$ cat config.mk
export PLATFORM = sky130hd
export DESIGN_NAME = ac_motor_deadtime_gen_flat
export DESIGN_NICKNAME = d
export VERILOG_FILES = /design/src/rtl/ac_motor_deadtime_gen_if.sv /design/src/rtl/ac_motor_deadtime_gen.sv /design/src/flat_wrapper.sv
export SDC_FILE = /design/constraint.sdc
export NUM_CORES = 1
export LEC_CHECK = 0
export BUFFER_PORTS_ARGS = -buffer_cell sky130_fd_sc_hd__buf_2
export CAP_MARGIN = 10
export CORE_ASPECT_RATIO = 2
export CORE_UTILIZATION = 45
export CTS_CLUSTER_SIZE = 28
export DETAILED_ROUTE_END_ITERATION = 10
export HOLD_SLACK_MARGIN = 0.1
export PLACE_DENSITY_LB_ADDON = 0.3
export RECOVER_POWER = 100
export SLEW_MARGIN = 25
export SYNTH_ARGS = -nofsm -noshare
export SYNTH_HDL_FRONTEND = slang
export SYNTH_SLANG_ARGS = --single-unit
$ cat constraint.sdc
create_clock -name clk -period 6.15 [get_ports clk]
set_clock_uncertainty 0.05 [all_clocks]
set_input_delay 0 -clock clk [delete_from_list [all_inputs] [get_ports clk]]
set_output_delay 0 -clock clk [all_outputs]
set_load 0.01 [all_outputs]
$ cat src/rtl/ac_motor_deadtime_gen_if.sv
// Gate-control bus between switch control and the dead-time generator.
// The master drives the command side; the generator (slave) returns gates and status.
interface ac_motor_deadtime_gen_if #(
    parameter int CHANNELS = 3,
    parameter int DELAY_W  = 11,
    parameter int MIN_ON_W = 8
);
    logic                enable;
    logic [DELAY_W-1:0]  delay;
    logic [MIN_ON_W-1:0] min_on;
    logic [CHANNELS-1:0] s;
    logic [CHANNELS-1:0] s_high;
    logic [CHANNELS-1:0] s_low;
    logic [CHANNELS-1:0] busy;
    logic                shoot_fault;

    modport master (
        output enable, delay, min_on, s,
        input  s_high, s_low, busy, shoot_fault
    );

    modport slave (
        input  enable, delay, min_on, s,
        output s_high, s_low, busy, shoot_fault
    );
endinterface

$ cat src/rtl/ac_motor_deadtime_gen.sv
// Multi-leg break-before-make gate generator with programmable dead time.
// Optional minimum on-time hold is enabled by defining AC_MOTOR_DEADTIME_MIN_ON_EN.
module ac_motor_deadtime_lane #(
    parameter int DELAY_W  = 11,
    parameter int MIN_ON_W = 8
) (
    input  logic                clk,
    input  logic                rst,
    input  logic                enable,
    input  logic [DELAY_W-1:0]  delay,
    input  logic [MIN_ON_W-1:0] min_on,
    input  logic                s,
    output logic                s_high,
    output logic                s_low,
    output logic                busy
);
    typedef enum logic [1:0] {ST_OFF, ST_DEAD, ST_HIGH, ST_LOW} state_e;

    state_e             state_q, state_d;
    logic               tgt_q, tgt_d;
    logic [DELAY_W-1:0] cnt_q, cnt_d;
    logic               s_high_q, s_high_d;
    logic               s_low_q, s_low_d;
    logic               busy_q, busy_d;
    logic [DELAY_W-1:0] dly_eff;
    logic               hold;

`ifdef AC_MOTOR_DEADTIME_MIN_ON_EN
    logic [MIN_ON_W-1:0] mon_q, mon_d;
`else
    logic unused_min_on;
    assign unused_min_on = ^min_on;
`endif

    // A zero delay still guarantees one all-off cycle.
    assign dly_eff = (delay == '0) ? DELAY_W'(1) : delay;

    always_comb begin
        state_d = state_q;
        tgt_d   = tgt_q;
        cnt_d   = cnt_q;
        hold    = 1'b0;
`ifdef AC_MOTOR_DEADTIME_MIN_ON_EN
        mon_d   = mon_q;
        hold    = (mon_q != '0);
`endif
        case (state_q)
            ST_OFF: begin
                state_d = ST_DEAD;
                tgt_d   = s;
                cnt_d   = dly_eff;
            end
            ST_DEAD: begin
                // A command glitch restarts the full gap toward the new target.
                if (s != tgt_q) begin
                    tgt_d = s;
                    cnt_d = dly_eff;
                end else if (cnt_q <= DELAY_W'(1)) begin
                    state_d = tgt_q ? ST_HIGH : ST_LOW;
                    cnt_d   = '0;
`ifdef AC_MOTOR_DEADTIME_MIN_ON_EN
                    mon_d   = min_on;
`endif
                end else begin
                    cnt_d = cnt_q - DELAY_W'(1);
                end
            end
            default: begin
                if (hold) begin
`ifdef AC_MOTOR_DEADTIME_MIN_ON_EN
                    mon_d = mon_q - MIN_ON_W'(1);
`endif
                end else if (s != (state_q == ST_HIGH)) begin
                    state_d = ST_DEAD;
                    tgt_d   = s;
                    cnt_d   = dly_eff;
                end
            end
        endcase

        if (!enable) begin
            state_d = ST_OFF;
            cnt_d   = '0;
`ifdef AC_MOTOR_DEADTIME_MIN_ON_EN
            mon_d   = '0;
`endif
        end

        s_high_d = (state_d == ST_HIGH);
        s_low_d  = (state_d == ST_LOW);
        busy_d   = (state_d == ST_OFF) || (state_d == ST_DEAD);
    end

    always_ff @(posedge clk) begin
        if (rst) begin
            state_q  <= ST_OFF;
            tgt_q    <= 1'b0;
            cnt_q    <= '0;
            s_high_q <= 1'b0;
            s_low_q  <= 1'b0;
            busy_q   <= 1'b1;
`ifdef AC_MOTOR_DEADTIME_MIN_ON_EN
            mon_q    <= '0;
`endif
        end else begin
            state_q  <= state_d;
            tgt_q    <= tgt_d;
            cnt_q    <= cnt_d;
            s_high_q <= s_high_d;
            s_low_q  <= s_low_d;
            busy_q   <= busy_d;
`ifdef AC_MOTOR_DEADTIME_MIN_ON_EN
            mon_q    <= mon_d;
`endif
        end
    end

    assign s_high = s_high_q;
    assign s_low  = s_low_q;
    assign busy   = busy_q;
endmodule

module ac_motor_deadtime_gen #(
    parameter int CHANNELS = 3,
    parameter int DELAY_W  = 11,
    parameter int MIN_ON_W = 8
) (
    input logic                    clk,
    input logic                    rst,
    ac_motor_deadtime_gen_if.slave bus
);
    logic [CHANNELS-1:0] s_high_w, s_low_w, busy_w;
    logic                shoot_fault_q, shoot_fault_d;

    for (genvar i = 0; i < CHANNELS; i++) begin : g_lane
        ac_motor_deadtime_lane #(
            .DELAY_W  (DELAY_W),
            .MIN_ON_W (MIN_ON_W)
        ) u_lane (
            .clk    (clk),
            .rst    (rst),
            .enable (bus.enable),
            .delay  (bus.delay),
            .min_on (bus.min_on),
            .s      (bus.s[i]),
            .s_high (s_high_w[i]),
            .s_low  (s_low_w[i]),
            .busy   (busy_w[i])
        );
    end

    // Sticky overlap monitor on the registered gates.
    always_comb begin
        shoot_fault_d = shoot_fault_q | (|(s_high_w & s_low_w));
    end

    always_ff @(posedge clk) begin
        if (rst) shoot_fault_q <= 1'b0;
        else     shoot_fault_q <= shoot_fault_d;
    end

    assign bus.s_high      = s_high_w;
    assign bus.s_low       = s_low_w;
    assign bus.busy        = busy_w;
    assign bus.shoot_fault = shoot_fault_q;
endmodule

$ cat src/flat_wrapper.sv
// flat-port wrapper written by rule: the top's interface ports become plain ports
module ac_motor_deadtime_gen_flat 
#(
    parameter int CHANNELS = 3,
    parameter int DELAY_W  = 11,
    parameter int MIN_ON_W = 8
)
  (clk, rst, bus_enable, bus_delay, bus_min_on, bus_s, bus_s_high, bus_s_low, bus_busy, bus_shoot_fault);
  ac_motor_deadtime_gen_if #(.CHANNELS(CHANNELS), .DELAY_W(DELAY_W), .MIN_ON_W(MIN_ON_W)) bus_i ();
  input logic clk;
  input logic rst;
  input wire logic [$bits(bus_i.enable)-1:0] bus_enable;
  input wire logic [$bits(bus_i.delay)-1:0] bus_delay;
  input wire logic [$bits(bus_i.min_on)-1:0] bus_min_on;
  input wire logic [$bits(bus_i.s)-1:0] bus_s;
  output wire logic [$bits(bus_i.s_high)-1:0] bus_s_high;
  output wire logic [$bits(bus_i.s_low)-1:0] bus_s_low;
  output wire logic [$bits(bus_i.busy)-1:0] bus_busy;
  output wire logic [$bits(bus_i.shoot_fault)-1:0] bus_shoot_fault;
  assign bus_i.enable = bus_enable;
  assign bus_i.delay = bus_delay;
  assign bus_i.min_on = bus_min_on;
  assign bus_i.s = bus_s;
  assign bus_s_high = bus_i.s_high;
  assign bus_s_low = bus_i.s_low;
  assign bus_busy = bus_i.busy;
  assign bus_shoot_fault = bus_i.shoot_fault;
  ac_motor_deadtime_gen #(.CHANNELS(CHANNELS), .DELAY_W(DELAY_W), .MIN_ON_W(MIN_ON_W)) u_core (.clk(clk), .rst(rst), .bus(bus_i));
endmodule
==> flow_summary.html, run 1 <==
<table>
<tr><th>Metric</th><th>Value</th></tr>
<tr><th colspan="2">Worst setup path</th></tr>
<tr><td>Max stage delay on crit path</td><td>1240 ps</td></tr>
<tr><td>Max FO, Critical Path</td><td>9</td></tr>
<tr><td>Reg2Reg Launch Point</td><td>u_core.g_lane[2].u_lane.cnt_q[4]$_SDFFE_PP0P_</td></tr>
<tr><td>Kind of launch point of the worst setup path</td><td>register</td></tr>
<tr><td>Slack of the worst reg-to-reg path</td><td>between 3000 and 4000 ps</td></tr>
<tr><td>Critical path endpoint category</td><td>register</td></tr>
<tr><td>Cell type of the slowest stage on the worst timing path</td><td>sky130_fd_sc_hd__nor4b_1</td></tr>
<tr><td>Worst R2R End</td><td>u_core.g_lane[2].u_lane.cnt_q[3]$_SDFFE_PP0P_</td></tr>
<tr><td>Worst path cell trace</td><td>or4_1, nor4b_1, or2b_2, o21ai_0, a32o_1</td></tr>
<tr><td>Required time at the worst-slack endpoint</td><td>6300 ps</td></tr>
<tr><td>Worst Reg-to-Reg Cells</td><td>5</td></tr>
<tr><td>Worst path arrival time</td><td>3260 ps</td></tr>
<tr><td>Critical path type</td><td>reg -&gt; reg</td></tr>
<tr><th colspan="2">STA</th></tr>
<tr><td>Number of endpoints with negative hold slack in the final report</td><td>0</td></tr>
<tr><td>Relative slew margins</td><td>0.01759</td></tr>
<tr><td>Min Tclk post-route</td><td>3114 ps</td></tr>
<tr><td>Setup total negative slack</td><td>0 ps</td></tr>
<tr><td>Max frequency</td><td>0.3211 GHz</td></tr>
<tr><td>Final-report setup violation count</td><td>0</td></tr>
<tr><td>Final clock period utilization by the worst path</td><td>0.5064</td></tr>
<tr><td>RSZ-0062 raised after global routing</td><td>false</td></tr>
<tr><td>Actual transition at the worst max-transition pin</td><td>~1500 ps</td></tr>
<tr><td>Pins Over Slew Limit</td><td>0</td></tr>
<tr><th colspan="2">Placed design</th></tr>
<tr><td>Gpl congestion</td><td>0.8977</td></tr>
<tr><td>Port buffer count</td><td>26</td></tr>
<tr><td>Half-perimeter wire length after detailed placement</td><td>6.354 mm</td></tr>
<tr><td>Area after detailed placement</td><td>3196 um^2</td></tr>
<tr><th colspan="2">Synthesis</th></tr>
<tr><td>Multiplexer share of the synthesized area</td><td>0.003221</td></tr>
<tr><td>Cells taking the most area after synthesis</td><td>sky130_fd_sc_hd__dfxtp_1, sky130_fd_sc_hd__a21oi_1, sky130_fd_sc_hd__nor2_1</td></tr>
<tr><td>Dominant register cell in the synthesized netlist</td><td>sky130_fd_sc_hd__dfxtp_1</td></tr>
<tr><td>Synthesized instance count</td><td>398</td></tr>
<tr><td>Synthesized net count</td><td>429</td></tr>
<tr><td>Fraction of the yosys area taken by sequential cells</td><td>0.3349</td></tr>
<tr><td>Simple-Gate Fraction of Synth Area</td><td>0.2810</td></tr>
<tr><td>Portion of synthesized cell area occupied by the leading cell type</td><td>0.3349</td></tr>
<tr><td>Post-synth EDFFs</td><td>0</td></tr>
<tr><td>Xor/xnor cell area share of the yosys netlist</td><td>0.01691</td></tr>
<tr><td>Commonest cells in the synthesized netlist</td><td>sky130_fd_sc_hd__dfxtp_1, sky130_fd_sc_hd__nor2_1, sky130_fd_sc_hd__a21oi_1</td></tr>
<tr><td>Number of warnings printed during yosys synthesis</td><td>0</td></tr>
<tr><td>Post-synthesis cell area</td><td>about 3100 um^2</td></tr>
<tr><td>Largest area contributor in the netlist</td><td>sky130_fd_sc_hd__dfxtp_1</td></tr>
<tr><td>Most frequent cell after synthesis</td><td>sky130_fd_sc_hd__dfxtp_1</td></tr>
<tr><td>Main combinational cell family by area after synthesis</td><td>simple AND/OR/NAND/NOR gates</td></tr>
<tr><td>Distinct cell type count after synthesis</td><td>64</td></tr>
<tr><td>Compound-cell area share of the yosys netlist</td><td>0.2689</td></tr>
<tr><td>Number of synthesized register bits</td><td>52</td></tr>
<tr><td>Synthesized area per cell</td><td>7.809 um^2</td></tr>
<tr><td>Proportion of register bits with asynchronous set or reset after synthesis</td><td>0</td></tr>
<tr><td>Post-synthesis adder-cell area fraction</td><td>0.02415</td></tr>
<tr><th colspan="2">Power and ir drop</th></tr>
<tr><td>Peak ir drop on the vdd network</td><td>roughly 0.15 mV</td></tr>
<tr><td>Static power due to leakage</td><td>approximately 1.4 nW</td></tr>
<tr><td>Power density cells</td><td>about 240 nW/um^2</td></tr>
<tr><th colspan="2">Die</th></tr>
<tr><td>Initial standard-cell utilization of the core</td><td>0.4694</td></tr>
<tr><td>Die Area</td><td>approximately 7300 um^2</td></tr>
<tr><td>Site Rows</td><td>between 40 and 50</td></tr>
<tr><td>Area of the placeable core</td><td>6621 um^2</td></tr>
<tr><td>Total I/O pin count</td><td>35</td></tr>
<tr><td>Overall die height</td><td>119.5 um</td></tr>
<tr><td>Die Wd</td><td>around 61 um</td></tr>
<tr><th colspan="2">Layout</th></tr>
<tr><td>Diode insertion count for antenna repair</td><td>0</td></tr>
<tr><td>Fraction of final layout cells sized beyond drive strength 1</td><td>0.08134</td></tr>
<tr><td>Number of nets in the final layout</td><td>448</td></tr>
<tr><td>Area added between synthesis and finish</td><td>11.23%</td></tr>
<tr><td>Finished layout cell area</td><td>between 3000 and 4000 um^2</td></tr>
<tr><th colspan="2">Global routing</th></tr>
<tr><td>Wire length of the first global-routing pass</td><td>13.74 mm</td></tr>
<tr><td>Vias in the first global route</td><td>3002</td></tr>
<tr><td>Overall Global Routing Usage</td><td>0.2528</td></tr>
<tr><td>Pin count of the biggest net entering global routing</td><td>22</td></tr>
<tr><td>Remaining Overflow, GRT</td><td>0</td></tr>
<tr><td>Number of antenna violations at the first check in global routing</td><td>0</td></tr>
<tr><th colspan="2">Clocking</th></tr>
<tr><td>Post-CTS Repair Setup Buffers</td><td>0</td></tr>
<tr><td>Clk sinks</td><td>between 50 and 60</td></tr>
<tr><td>Bufs on Longest Clock Path</td><td>2</td></tr>
<tr><td># H-tree levels</td><td>2</td></tr>
<tr><td>Buffer type at the clock tree root</td><td>sky130_fd_sc_hd__clkbuf_16</td></tr>
<tr><td>Clock latency at the later pin of the worst-skew pair</td><td>300 ps</td></tr>
<tr><td>Clock tree from TritonCTS</td><td>yes</td></tr>
<tr><td>CTS buffer count</td><td>5</td></tr>
<tr><td>Clk slew on worst S/H paths</td><td>70 ps</td></tr>
<tr><td>Gates resized, CTS repair</td><td>0</td></tr>
<tr><th colspan="2">Drt</th></tr>
<tr><td>Avg Vias per Cell</td><td>6.107</td></tr>
<tr><td>Count of unresolved DRC violations after routing</td><td>0</td></tr>
<tr><td>Post-route antenna net violation count</td><td>0</td></tr>
<tr><td>Total length of routed wires</td><td>8.759 mm</td></tr>
<tr><td>Number of iterations in the first detailed-routing pass</td><td>4</td></tr>
<tr><td>Per-cell routed wire length</td><td>17.31 um</td></tr>
<tr><td>Violation count after the first detailed-route iteration</td><td>160</td></tr>
<tr><td>Total number of vias</td><td>between 3000 and 4000</td></tr>
<tr><th colspan="2">Hold path</th></tr>
<tr><td>Worst Hold Depth</td><td>3</td></tr>
<tr><td>Start point of the worst min-delay path</td><td>bus_delay[2]</td></tr>
<tr><td>Min-delay worst type</td><td>in -&gt; reg</td></tr>
<tr><td>Min-Delay Endpoint</td><td>u_core.g_lane[2].u_lane.cnt_q[2]$_SDFFE_PP0P_</td></tr>
<tr><th colspan="2">Flow run</th></tr>
<tr><td>Max Cap Violations</td><td>0</td></tr>
<tr><th colspan="2">Outcome</th></tr>
<tr><td>Result of the run</td><td>completed</td></tr>
</table>
==> per-layer routing <==
layer  GRT usage  part of all wire  up-vias
met5           0                 0        -
met4      0.1747             0.048        0
met3     0.03664             0.035       30
met2      0.4478              0.54       90
met1      0.2539              0.38     1466
li1            -                 -     1504
==> worst max-delay path by stage <==
| stage | start | to | slack (ps) | depth (start not counted) |
|---|---|---|---|---|
| after floorplan | u_core.g_lane[2].u_lane.cnt_q[4]$_SDFFE_PP0P_ | u_core.g_lane[2].u_lane.cnt_q[7]$_SDFFE_PP0P_ | 4050 | 6 |
| after global placement | u_core.g_lane[2].u_lane.cnt_q[4]$_SDFFE_PP0P_ | u_core.g_lane[2].u_lane.cnt_q[5]$_SDFFE_PP0P_ | 3810 | 5 |
| after detailed placement | u_core.g_lane[2].u_lane.cnt_q[4]$_SDFFE_PP0P_ | u_core.g_lane[2].u_lane.cnt_q[3]$_SDFFE_PP0P_ | 3780 | 5 |
| after CTS | u_core.g_lane[1].u_lane.cnt_q[4]$_SDFFE_PP0P_ | u_core.g_lane[1].u_lane.s_high$_SDFF_PP0_ | 3430 | 6 |
| after global routing | u_core.g_lane[2].u_lane.cnt_q[4]$_SDFFE_PP0P_ | u_core.g_lane[2].u_lane.cnt_q[3]$_SDFFE_PP0P_ | 2780 | 5 |
| final | u_core.g_lane[2].u_lane.cnt_q[4]$_SDFFE_PP0P_ | u_core.g_lane[2].u_lane.cnt_q[3]$_SDFFE_PP0P_ | 3040 | 5 |
==> cells by family after synthesis <==
kind of cell,after synthesis
simple gates,162
compound gates,126
flops,52
buf+inv,45
xor+xnor,6
fa+ha+maj,6
mux,1
==> metrics by stage <==
step	instances	total power, mW	util	hold WS [ps]	setup WS (ps)
after floorplan	398	0.4947	-	19.07	4048
after global placement	483	0.5353	0.4826	218.7	3806
after detailed placement	483	0.5384	0.4826	212.9	3775
after CTS	506	0.8383	0.5283	118.9	3431
after global routing	506	0.8662	0.5221	178.9	2780
final	506	0.8294	0.5221	116.7	3036
==> placed cells by master, fill, tap and decap left out, drive strengths merged, types with 3 or more instances in the layout <==
| master | n |
|---|---|
| a22oi | 10 |
| nand4 | 3 |
| o41ai | 4 |
| and2 | 5 |
| nand2 | 29 |
| a31oi | 3 |
| or4 | 9 |
| o31ai | 9 |
| a32oi | 3 |
| or2 | 4 |
| dfxtp | 52 |
| nor2b | 7 |
| nand3 | 6 |
| dlygate4sd3 | 15 |
| o21ai | 29 |
| o21ba | 3 |
| clkbuf | 16 |
| and3 | 3 |
| a32o | 6 |
| a21oi | 31 |
| xor2 | 5 |
| o311ai | 3 |
| o22ai | 5 |
| a211oi | 4 |
| or3 | 7 |
| nor2 | 41 |
| buf | 17 |
| ha | 6 |
| inv | 15 |
| nor4 | 10 |
| nor4b | 3 |
| nor3 | 16 |
| nand2b | 11 |
==> critical path, delay by kind of cell, from the launching register on <==
| kind | cells | cell delay, ps |
|---|---|---|
| and+or+nand+nor | 3 | 2210 |
| AOI/OAI and AO/OA | 2 | 390 |
| DFF | 1 | 360 |
==> flip-flops by register name, indices dropped and copies added (netlist names) <==
name	flops
u_core.bus.shoot_fault	1
u_core.g_lane.u_lane.busy	3
u_core.g_lane.u_lane.state_q	6
u_core.g_lane.u_lane.tgt_q	3
u_core.g_lane.u_lane.s_low	3
u_core.g_lane.u_lane.s_high	3
u_core.g_lane.u_lane.cnt_q	33
==> final cells by class <==
cell class	instances	area (um^2)
fill	667	3164
multi-input combinational	301	1819
sequential	52	1041
timing repair buffer	43	281.5
clock buffer	5	125.1
tap	88	110.1
inverter	14	52.55
clock inverter	3	27.53
==> power by group <==
| part | switching [mW] | total, mW | internal (mW) | leakage (nW) |
|---|---|---|---|---|
| combinational | 0.101 | 0.166 | 0.0655 | 0.857 |
| sequential | 0.0179 | 0.369 | 0.351 | 0.426 |
| clock | 0.139 | 0.294 | 0.155 | 0.0719 |
==> what timing repair did <==
| action | CTS | global route |
|---|---|---|
| setup endpoints to repair | 0 | 0 |
| endpoints found under the hold margin | 32 | 0 |
| hold buffers | 15 | 0 |
(Power assumes the default switching activity.)
==> run 2, diff against run 1 <==
Clock period 6.15 ns to 2.87 ns, I/O delays scaled along.
==> flow_summary.html, run 2 (same netlist as run 1, synthesis figures left out) <==
<table>
<tr><th>Metric</th><th>Value</th></tr>
<tr><th colspan="2">Layout</th></tr>
<tr><td>Diode insertion count for antenna repair</td><td>0 (unchanged)</td></tr>
<tr><td>Leading registers by flop count</td><td>u_core.g_lane.u_lane.cnt_q: 33 flops, u_core.g_lane.u_lane.state_q: 6 flops (unchanged)</td></tr>
<tr><td>Number of nets in the final layout</td><td>453 (was 448)</td></tr>
<tr><td>Final standard cell utilization of the core</td><td>0.5287 (was 0.5221)</td></tr>
<tr><td>Leading cell type in the layout, fill and taps excluded</td><td>sky130_fd_sc_hd__dfxtp_1 (unchanged)</td></tr>
<tr><td>Filler Cell Count</td><td>693 (was 667)</td></tr>
<tr><td>Largest register by flop count</td><td>u_core.g_lane.u_lane.cnt_q (unchanged)</td></tr>
<tr><td>Most used cells in the layout excluding fill and tap cells</td><td>sky130_fd_sc_hd__dfxtp_1, sky130_fd_sc_hd__nor2_1, sky130_fd_sc_hd__a21oi_1 (unchanged)</td></tr>
<tr><td>Area added between synthesis and finish</td><td>12.64% (was 11.23%)</td></tr>
<tr><td>Max reg flops</td><td>33 (unchanged)</td></tr>
<tr><td>Fraction of final layout cells sized beyond drive strength 1</td><td>0.08747 (was 0.08134)</td></tr>
<tr><th colspan="2">Worst setup path</th></tr>
<tr><td>Critical path endpoint category</td><td>register (unchanged)</td></tr>
<tr><td>Max stage delay on crit path</td><td>690 ps (was 1240 ps)</td></tr>
<tr><td>Required time at the worst-slack endpoint</td><td>3060 ps (was 6300 ps)</td></tr>
<tr><td>Max FO, Critical Path</td><td>8 (was 9)</td></tr>
<tr><td>Worst path arrival time</td><td>2910 ps (was 3260 ps)</td></tr>
<tr><td>Worst path cell trace</td><td>or4_1, or4_4, o21ai_1, nand2_1, a21oi_1, dlygate4sd3_1 (was or4_1, nor4b_1, or2b_2, o21ai_0, a32o_1)</td></tr>
<tr><td>Critical path type</td><td>reg -&gt; reg (unchanged)</td></tr>
<tr><td>Cell type of the slowest stage on the worst timing path</td><td>sky130_fd_sc_hd__or4_1 (was sky130_fd_sc_hd__nor4b_1)</td></tr>
<tr><td>Largest delay share family, worst path</td><td>simple AND/OR/NAND/NOR gates (unchanged)</td></tr>
<tr><td>Bufs and invs on worst path</td><td>1 (was 0)</td></tr>
<tr><td>Kind of launch point of the worst setup path</td><td>register (unchanged)</td></tr>
<tr><th colspan="2">Power and ir drop</th></tr>
<tr><td>Clock network power share</td><td>0.349 (was 0.355)</td></tr>
<tr><td>Net Sw Power</td><td>0.5606 mW (was 0.2581 mW)</td></tr>
<tr><td>Internal portion of total power</td><td>1.236 mW (was 0.5714 mW)</td></tr>
<tr><td>Power density cells</td><td>513.1 nW/um^2 (was 239.9 nW/um^2)</td></tr>
<tr><td>Static power due to leakage</td><td>1.377 nW (was 1.354 nW)</td></tr>
<tr><td>Sw frac</td><td>0.3121 (was 0.3111)</td></tr>
<tr><td>Relative contribution of sequential cells to total power</td><td>0.440 (was 0.445)</td></tr>
<tr><td>Combinational share of power</td><td>0.211 (was 0.200)</td></tr>
<tr><td>Peak ir drop on the vdd network</td><td>0.3203 mV (was 0.1490 mV)</td></tr>
<tr><th colspan="2">Global routing</th></tr>
<tr><td>Remaining Overflow, GRT</td><td>0 (unchanged)</td></tr>
<tr><td>Wire length of the first global-routing pass</td><td>14.29 mm (was 13.74 mm)</td></tr>
<tr><td>Number of antenna violations at the first check in global routing</td><td>0 (unchanged)</td></tr>
<tr><td>Pin count of the biggest net entering global routing</td><td>19 (was 22)</td></tr>
<tr><td>Vias in the first global route</td><td>3113 (was 3002)</td></tr>
<tr><td>Overall Global Routing Usage</td><td>0.2645 (was 0.2528)</td></tr>
<tr><th colspan="2">STA</th></tr>
<tr><td>Pins Over Slew Limit</td><td>0 (unchanged)</td></tr>
<tr><td>Relative slew margins</td><td>0.5908 (was 0.01759)</td></tr>
<tr><td>Max frequency</td><td>0.3684 GHz (was 0.3211 GHz)</td></tr>
<tr><td>Setup total negative slack</td><td>0 ps (unchanged)</td></tr>
<tr><td>Actual transition at the worst max-transition pin</td><td>613.9 ps (was 1453 ps)</td></tr>
<tr><td>Final-report setup violation count</td><td>0 (unchanged)</td></tr>
<tr><td>Final clock period utilization by the worst path</td><td>0.9459 (was 0.5064)</td></tr>
<tr><td>Number of endpoints with negative hold slack in the final report</td><td>0 (unchanged)</td></tr>
<tr><td>RSZ-0062 raised after global routing</td><td>false (unchanged)</td></tr>
<tr><td>Min Tclk post-route</td><td>2715 ps (was 3114 ps)</td></tr>
<tr><th colspan="2">Clocking</th></tr>
<tr><td>Bufs on Longest Clock Path</td><td>2 (unchanged)</td></tr>
<tr><td>Clock tree from TritonCTS</td><td>yes (unchanged)</td></tr>
<tr><td>Gates resized, CTS repair</td><td>0 (unchanged)</td></tr>
<tr><td>Post-CTS Repair Setup Buffers</td><td>0 (unchanged)</td></tr>
<tr><td>CTS buffer count</td><td>5 (unchanged)</td></tr>
<tr><td># H-tree levels</td><td>2 (unchanged)</td></tr>
<tr><td>Clk sinks</td><td>52 (unchanged)</td></tr>
<tr><td>Clock latency at the later pin of the worst-skew pair</td><td>300 ps (about the same)</td></tr>
<tr><td>Buffer type at the clock tree root</td><td>sky130_fd_sc_hd__clkbuf_16 (unchanged)</td></tr>
<tr><td>Clk slew on worst S/H paths</td><td>70 ps (about the same)</td></tr>
<tr><th colspan="2">Die</th></tr>
<tr><td>Die Wd</td><td>60.77 um (unchanged)</td></tr>
<tr><td>Initial standard-cell utilization of the core</td><td>0.4694 (unchanged)</td></tr>
<tr><td>Overall die height</td><td>119.5 um (unchanged)</td></tr>
<tr><td>Total I/O pin count</td><td>35 (unchanged)</td></tr>
<tr><td>Area of the placeable core</td><td>6621 um^2 (unchanged)</td></tr>
<tr><td>Site Rows</td><td>42 (unchanged)</td></tr>
<tr><td>Die Area</td><td>7263 um^2 (unchanged)</td></tr>
<tr><th colspan="2">Drt</th></tr>
<tr><td>Violation count after the first detailed-route iteration</td><td>215 (was 160)</td></tr>
<tr><td>Total length of routed wires</td><td>9.007 mm (was 8.759 mm)</td></tr>
<tr><td>Post-route antenna net violation count</td><td>0 (unchanged)</td></tr>
<tr><td>Number of iterations in the first detailed-routing pass</td><td>5 (was 4)</td></tr>
<tr><td>Per-cell routed wire length</td><td>17.63 um (was 17.31 um)</td></tr>
<tr><td>Avg Vias per Cell</td><td>6.249 (was 6.107)</td></tr>
<tr><td>Count of unresolved DRC violations after routing</td><td>0 (unchanged)</td></tr>
<tr><td>Total number of vias</td><td>3193 (was 3090)</td></tr>
<tr><th colspan="2">Placed design</th></tr>
<tr><td>Half-perimeter wire length after detailed placement</td><td>6.580 mm (was 6.354 mm)</td></tr>
<tr><td>Gpl congestion</td><td>0.9111 (was 0.8977)</td></tr>
<tr><td>Port buffer count</td><td>26 (unchanged)</td></tr>
<tr><th colspan="2">Flow run</th></tr>
<tr><td>Max Cap Violations</td><td>0 (unchanged)</td></tr>
<tr><th colspan="2">Hold path</th></tr>
<tr><td>Min-delay worst type</td><td>in -&gt; reg (unchanged)</td></tr>
<tr><th colspan="2">Outcome</th></tr>
<tr><td>Result of the run</td><td>completed (unchanged)</td></tr>
</table>
[run 2: final timing paths]
check | startpoint | to | slack [ps] | cells past startpoint
max | u_core.g_lane[1].u_lane.cnt_q[4]$_SDFFE_PP0P_ | u_core.g_lane[1].u_lane.s_high$_SDFF_PP0_ | 160 | 6
min | bus_delay[2] | u_core.g_lane[2].u_lane.cnt_q[2]$_SDFFE_PP0P_ | 150 | 3
max reg2reg | u_core.g_lane[1].u_lane.cnt_q[4]$_SDFFE_PP0P_ | u_core.g_lane[1].u_lane.s_high$_SDFF_PP0_ | 160 | 6
min reg2reg | u_core.g_lane[0].u_lane.cnt_q[6]$_SDFFE_PP0P_ | u_core.g_lane[0].u_lane.cnt_q[6]$_SDFFE_PP0P_ | 430 | 2
[run 2: area by class of cell]
class,count,area [um^2],area share
clock buffer,5,125.1,0.03574
clock inverter,3,27.53,0.007863
inverter,14,52.55,0.01501
multi-input combinational,301,1837,0.5247
sequential,52,1041,0.2974
tap,88,110.1,0.03145
timing repair buffer,48,307.8,0.08792
[run 2: per-layer routing]
layer	part of all wire	up-vias	routed length [um]	GRT usage
li1	-	1526	-	-
met1	0.36	1498	3253	0.2716
met2	0.52	120	4722	0.4423
met3	0.049	49	441	0.04526
met4	0.065	0	589	0.2159
met5	0	-	0	0
[run 2: power groups by stage]
stage | sequential (mW) | clock, mW | combinational, mW
after floorplan | 0.795 | 0 | 0.265
after global placement | 0.804 | 0 | 0.359
after detailed placement | 0.806 | 0 | 0.365
after CTS | 0.789 | 0.645 | 0.381
after global routing | 0.795 | 0.672 | 0.414
final | 0.791 | 0.626 | 0.379
[run 2: timing repair]
| action | 4_1_cts | 5_1_grt |
|---|---|---|
| endpoints found under the setup margin | 0 | 0 |
| hold buffers | 15 | 0 |
| endpoints found under the hold margin | 33 | 0 |
[run 2: worst register-to-register path: cells and delay by family, from the launching register on]
kind	cells	cell delay (ps)
AOI/OAI and AO/OA	2	340
buffers and inverters	1	550
DFF	1	360
and+or+nand+nor	3	1390
[run 2: stage by stage]
stage / hold slack (ps) / std cells / setup WS (ps) / power, mW / area, um^2
final: 148.3 / 511 / 155.3 / 1.796 / 3501
after global placement: 223.2 / 488 / 593.5 / 1.163 / 3233
after detailed placement: 216.8 / 488 / 567.3 / 1.171 / 3233
after global routing: 206.1 / 511 / 76.94 / 1.882 / 3501
after floorplan: 19.07 / 398 / 768.0 / 1.060 / 3108
after CTS: 133.5 / 511 / 187.7 / 1.815 / 3536
==> run 3, diff against run 2 <==
Clock period 2.87 ns to 2.6 ns, I/O delays scaled along.
==> flow_summary.html, run 3 (same netlist as run 1, synthesis figures left out) <==
<table>
<tr><th>Metric</th><th>Value</th></tr>
<tr><th colspan="2">STA</th></tr>
<tr><td>Pins Over Slew Limit</td><td>0 (unchanged)</td></tr>
<tr><td>Relative slew margins</td><td>0.5539 (was 0.5908)</td></tr>
<tr><td>Worst Hold Slack</td><td>110.4 ps (was 148.3 ps)</td></tr>
<tr><td>Min Tclk post-route</td><td>2419 ps (was 2715 ps)</td></tr>
<tr><td>Final worst setup slack</td><td>180.7 ps (was 155.3 ps)</td></tr>
<tr><td>RSZ-0062 raised after global routing</td><td>false (unchanged)</td></tr>
<tr><td>Final clock period utilization by the worst path</td><td>0.9305 (was 0.9459)</td></tr>
<tr><td>Max frequency</td><td>0.4133 GHz (was 0.3684 GHz)</td></tr>
<tr><td>Actual transition at the worst max-transition pin</td><td>667.7 ps (was 613.9 ps)</td></tr>
<tr><td>Setup total negative slack</td><td>0 ps (unchanged)</td></tr>
<tr><td>Final-report setup violation count</td><td>0 (unchanged)</td></tr>
<tr><td>Number of endpoints with negative hold slack in the final report</td><td>0 (unchanged)</td></tr>
<tr><th colspan="2">Hold path</th></tr>
<tr><td>Start point of the worst min-delay path</td><td>bus_delay[2] (unchanged)</td></tr>
<tr><td>Min-delay worst type</td><td>in -&gt; reg (unchanged)</td></tr>
<tr><td>Min-Delay Endpoint</td><td>u_core.g_lane[2].u_lane.cnt_q[2]$_SDFFE_PP0P_ (unchanged)</td></tr>
<tr><td>Worst Hold Depth</td><td>3 (unchanged)</td></tr>
<tr><th colspan="2">Global routing</th></tr>
<tr><td>Overall Global Routing Usage</td><td>0.2665 (was 0.2645)</td></tr>
<tr><td>Pin count of the biggest net entering global routing</td><td>22 (was 19)</td></tr>
<tr><td>Remaining Overflow, GRT</td><td>0 (unchanged)</td></tr>
<tr><td>Vias in the first global route</td><td>3037 (was 3113)</td></tr>
<tr><td>Number of antenna violations at the first check in global routing</td><td>1 (was 0)</td></tr>
<tr><td>Wire length of the first global-routing pass</td><td>14.46 mm (was 14.29 mm)</td></tr>
<tr><th colspan="2">Die</th></tr>
<tr><td>Site Rows</td><td>42 (unchanged)</td></tr>
<tr><td>Initial standard-cell utilization of the core</td><td>0.4694 (unchanged)</td></tr>
<tr><td>Area of the placeable core</td><td>6621 um^2 (unchanged)</td></tr>
<tr><td>Total I/O pin count</td><td>35 (unchanged)</td></tr>
<tr><td>Die Area</td><td>7263 um^2 (unchanged)</td></tr>
<tr><td>Die Wd</td><td>60.77 um (unchanged)</td></tr>
<tr><td>Overall die height</td><td>119.5 um (unchanged)</td></tr>
<tr><th colspan="2">Drt</th></tr>
<tr><td>Routed length on met1</td><td>3.334 mm (was 3.253 mm)</td></tr>
<tr><td>Per-cell routed wire length</td><td>17.22 um (was 17.63 um)</td></tr>
<tr><td>Total number of vias</td><td>3092 (was 3193)</td></tr>
<tr><td>Violation count after the first detailed-route iteration</td><td>278 (was 215)</td></tr>
<tr><td>Met2 routed WL</td><td>4.816 mm (was 4.722 mm)</td></tr>
<tr><td>DR WL met3</td><td>351 um (was 441 um)</td></tr>
<tr><td>Count of unresolved DRC violations after routing</td><td>0 (unchanged)</td></tr>
<tr><td>Number of iterations in the first detailed-routing pass</td><td>4 (was 5)</td></tr>
<tr><td>Avg Vias per Cell</td><td>6.051 (was 6.249)</td></tr>
<tr><td>Uppermost signal routing layer after detailed routing</td><td>met4 (unchanged)</td></tr>
<tr><td>Post-route antenna net violation count</td><td>0 (unchanged)</td></tr>
<tr><td>Total length of routed wires</td><td>8.799 mm (was 9.007 mm)</td></tr>
<tr><th colspan="2">Layout</th></tr>
<tr><td>Final Instance Count excl. Fillers</td><td>511 (unchanged)</td></tr>
<tr><td>Area added between synthesis and finish</td><td>12.76% (was 12.64%)</td></tr>
<tr><td>Fraction of final layout cells sized beyond drive strength 1</td><td>0.09242 (was 0.08747)</td></tr>
<tr><td>Number of nets in the final layout</td><td>452 (was 453)</td></tr>
<tr><td>Final standard cell utilization of the core</td><td>0.5293 (was 0.5287)</td></tr>
<tr><td>Largest register by flop count</td><td>u_core.g_lane.u_lane.cnt_q (unchanged)</td></tr>
<tr><td>Most used cells in the layout excluding fill and tap cells</td><td>sky130_fd_sc_hd__dfxtp_1, sky130_fd_sc_hd__nor2_1, sky130_fd_sc_hd__a21oi_1 (unchanged)</td></tr>
<tr><td>Filler Cell Count</td><td>685 (was 693)</td></tr>
<tr><td>Leading cell type in the layout, fill and taps excluded</td><td>sky130_fd_sc_hd__dfxtp_1 (unchanged)</td></tr>
<tr><td>Max reg flops</td><td>33 (unchanged)</td></tr>
<tr><td>Leading registers by flop count</td><td>u_core.g_lane.u_lane.cnt_q: 33 flops, u_core.g_lane.u_lane.state_q: 6 flops (unchanged)</td></tr>
<tr><td>Finished layout cell area</td><td>3505 um^2 (was 3501 um^2)</td></tr>
<tr><th colspan="2">Power and ir drop</th></tr>
<tr><td>Static power due to leakage</td><td>1.374 nW (was 1.377 nW)</td></tr>
<tr><td>Power density cells</td><td>563.7 nW/um^2 (was 513.1 nW/um^2)</td></tr>
<tr><td>Total power</td><td>1.975 mW (was 1.796 mW)</td></tr>
<tr><td>Peak ir drop on the vdd network</td><td>0.4508 mV (was 0.3203 mV)</td></tr>
<tr><th colspan="2">Placed design</th></tr>
<tr><td>Placed cells</td><td>488 (unchanged)</td></tr>
<tr><td>Area after detailed placement</td><td>3246 um^2 (was 3233 um^2)</td></tr>
<tr><td>Post-Place Worst Slack</td><td>325.9 ps (was 567.3 ps)</td></tr>
<tr><td>Gpl congestion</td><td>0.8985 (was 0.9111)</td></tr>
<tr><td>Port buffer count</td><td>26 (unchanged)</td></tr>
<tr><td>Half-perimeter wire length after detailed placement</td><td>6.353 mm (was 6.580 mm)</td></tr>
<tr><th colspan="2">Worst setup path</th></tr>
<tr><td>Kind of launch point of the worst setup path</td><td>register (unchanged)</td></tr>
<tr><td>Worst Reg-to-Reg Cells</td><td>6 (unchanged)</td></tr>
<tr><td>Required time at the worst-slack endpoint</td><td>2790 ps (was 3060 ps)</td></tr>
<tr><td>Reg2Reg Launch Point</td><td>u_core.g_lane[1].u_lane.cnt_q[4]$_SDFFE_PP0P_ (unchanged)</td></tr>
<tr><td>Max FO, Critical Path</td><td>8 (unchanged)</td></tr>
<tr><td>Slack of the worst reg-to-reg path</td><td>180 ps (was 160 ps)</td></tr>
<tr><td>Worst R2R End</td><td>u_core.g_lane[1].u_lane.s_low$_SDFF_PP0_ (was u_core.g_lane[1].u_lane.s_high$_SDFF_PP0_)</td></tr>
<tr><td>Critical path type</td><td>reg -&gt; reg (unchanged)</td></tr>
<tr><td>Worst path arrival time</td><td>2610 ps (was 2910 ps)</td></tr>
<tr><td>Critical path endpoint category</td><td>register (unchanged)</td></tr>
<tr><th colspan="2">Clocking</th></tr>
<tr><td>CTS buffer count</td><td>5 (unchanged)</td></tr>
<tr><td>Clock latency at the later pin of the worst-skew pair</td><td>300 ps (about the same)</td></tr>
<tr><td>Bufs on Longest Clock Path</td><td>2 (unchanged)</td></tr>
<tr><td># H-tree levels</td><td>2 (unchanged)</td></tr>
<tr><td>Buffer type at the clock tree root</td><td>sky130_fd_sc_hd__clkbuf_16 (unchanged)</td></tr>
<tr><td>Clock tree from TritonCTS</td><td>yes (unchanged)</td></tr>
<tr><td>Clk sinks</td><td>52 (unchanged)</td></tr>
<tr><td>Gates resized, CTS repair</td><td>0 (unchanged)</td></tr>
<tr><td>Clk slew on worst S/H paths</td><td>70 ps (about the same)</td></tr>
<tr><th colspan="2">Flow run</th></tr>
<tr><td>Max Cap Violations</td><td>0 (unchanged)</td></tr>
<tr><th colspan="2">Outcome</th></tr>
<tr><td>Result of the run</td><td>completed (unchanged)</td></tr>
</table>
## run 3: changes by cell type in the layout (fill, tap and decap cells not counted), sizes merged
cell / delta
buf: +2
clkbuf: -2
diode: +1
dlygate4sd3: -1
## run 3: critical path, cell delays in order, from the launching register on
cell	delay, ps
sky130_fd_sc_hd__dfxtp_1	360
sky130_fd_sc_hd__or4_1	680
sky130_fd_sc_hd__or4_1	610
sky130_fd_sc_hd__o21ai_0	300
sky130_fd_sc_hd__nand2_1	140
sky130_fd_sc_hd__inv_1	80
sky130_fd_sc_hd__and3_1	150
## run 3: per-layer routing
layer,GRT usage,up-vias
met5,0,-
met4,0.1364,0
met3,0.06142,20
met2,0.4773,78
met1,0.2711,1475
li1,-,1519
## run 3: worst max path at each step
stage / startpoint / to / cells after the start
floorplan: u_core.g_lane[2].u_lane.cnt_q[4]$_SDFFE_PP0P_ / u_core.g_lane[2].u_lane.cnt_q[7]$_SDFFE_PP0P_ / 6
global placement: u_core.g_lane[1].u_lane.cnt_q[4]$_SDFFE_PP0P_ / u_core.g_lane[1].u_lane.cnt_q[4]$_SDFFE_PP0P_ / 5
detailed placement: u_core.g_lane[1].u_lane.cnt_q[4]$_SDFFE_PP0P_ / u_core.g_lane[1].u_lane.cnt_q[8]$_SDFFE_PP0P_ / 5
CTS: u_core.g_lane[1].u_lane.cnt_q[4]$_SDFFE_PP0P_ / u_core.g_lane[1].u_lane.cnt_q[4]$_SDFFE_PP0P_ / 5
global route: u_core.g_lane[1].u_lane.cnt_q[4]$_SDFFE_PP0P_ / u_core.g_lane[1].u_lane.s_low$_SDFF_PP0_ / 6
finish: u_core.g_lane[1].u_lane.cnt_q[4]$_SDFFE_PP0P_ / u_core.g_lane[1].u_lane.s_low$_SDFF_PP0_ / 6
## run 3: power breakdown
group          total [mW]  internal [mW]  switching (mW)
Clock               0.689          0.366           0.324
Sequential          0.872          0.831          0.0413
Combinational       0.414          0.168           0.246
Total                1.98           1.36           0.611
## run 3: area by class of cell
type / instances / area (um^2) / share of cell area
Clock buffer: 5 / 125.1 / 0.03570
Inverter: 14 / 52.55 / 0.01499
Multi-Input combinational cell: 301 / 1828 / 0.5216
Sequential cell: 52 / 1041 / 0.2970
Timing Repair Buffer: 47 / 317.8 / 0.09068
Clock inverter: 3 / 27.53 / 0.007854
Antenna cell: 1 / 2.502 / 0.0007140
Tap cell: 88 / 110.1 / 0.03142
## run 3: timing repair
item | CTS | global route
setup buffers | 0 | 0
hold buffers | 14 | 0
hold endpoints to repair | 31 | 0
endpoints found under the setup margin | 0 | 0
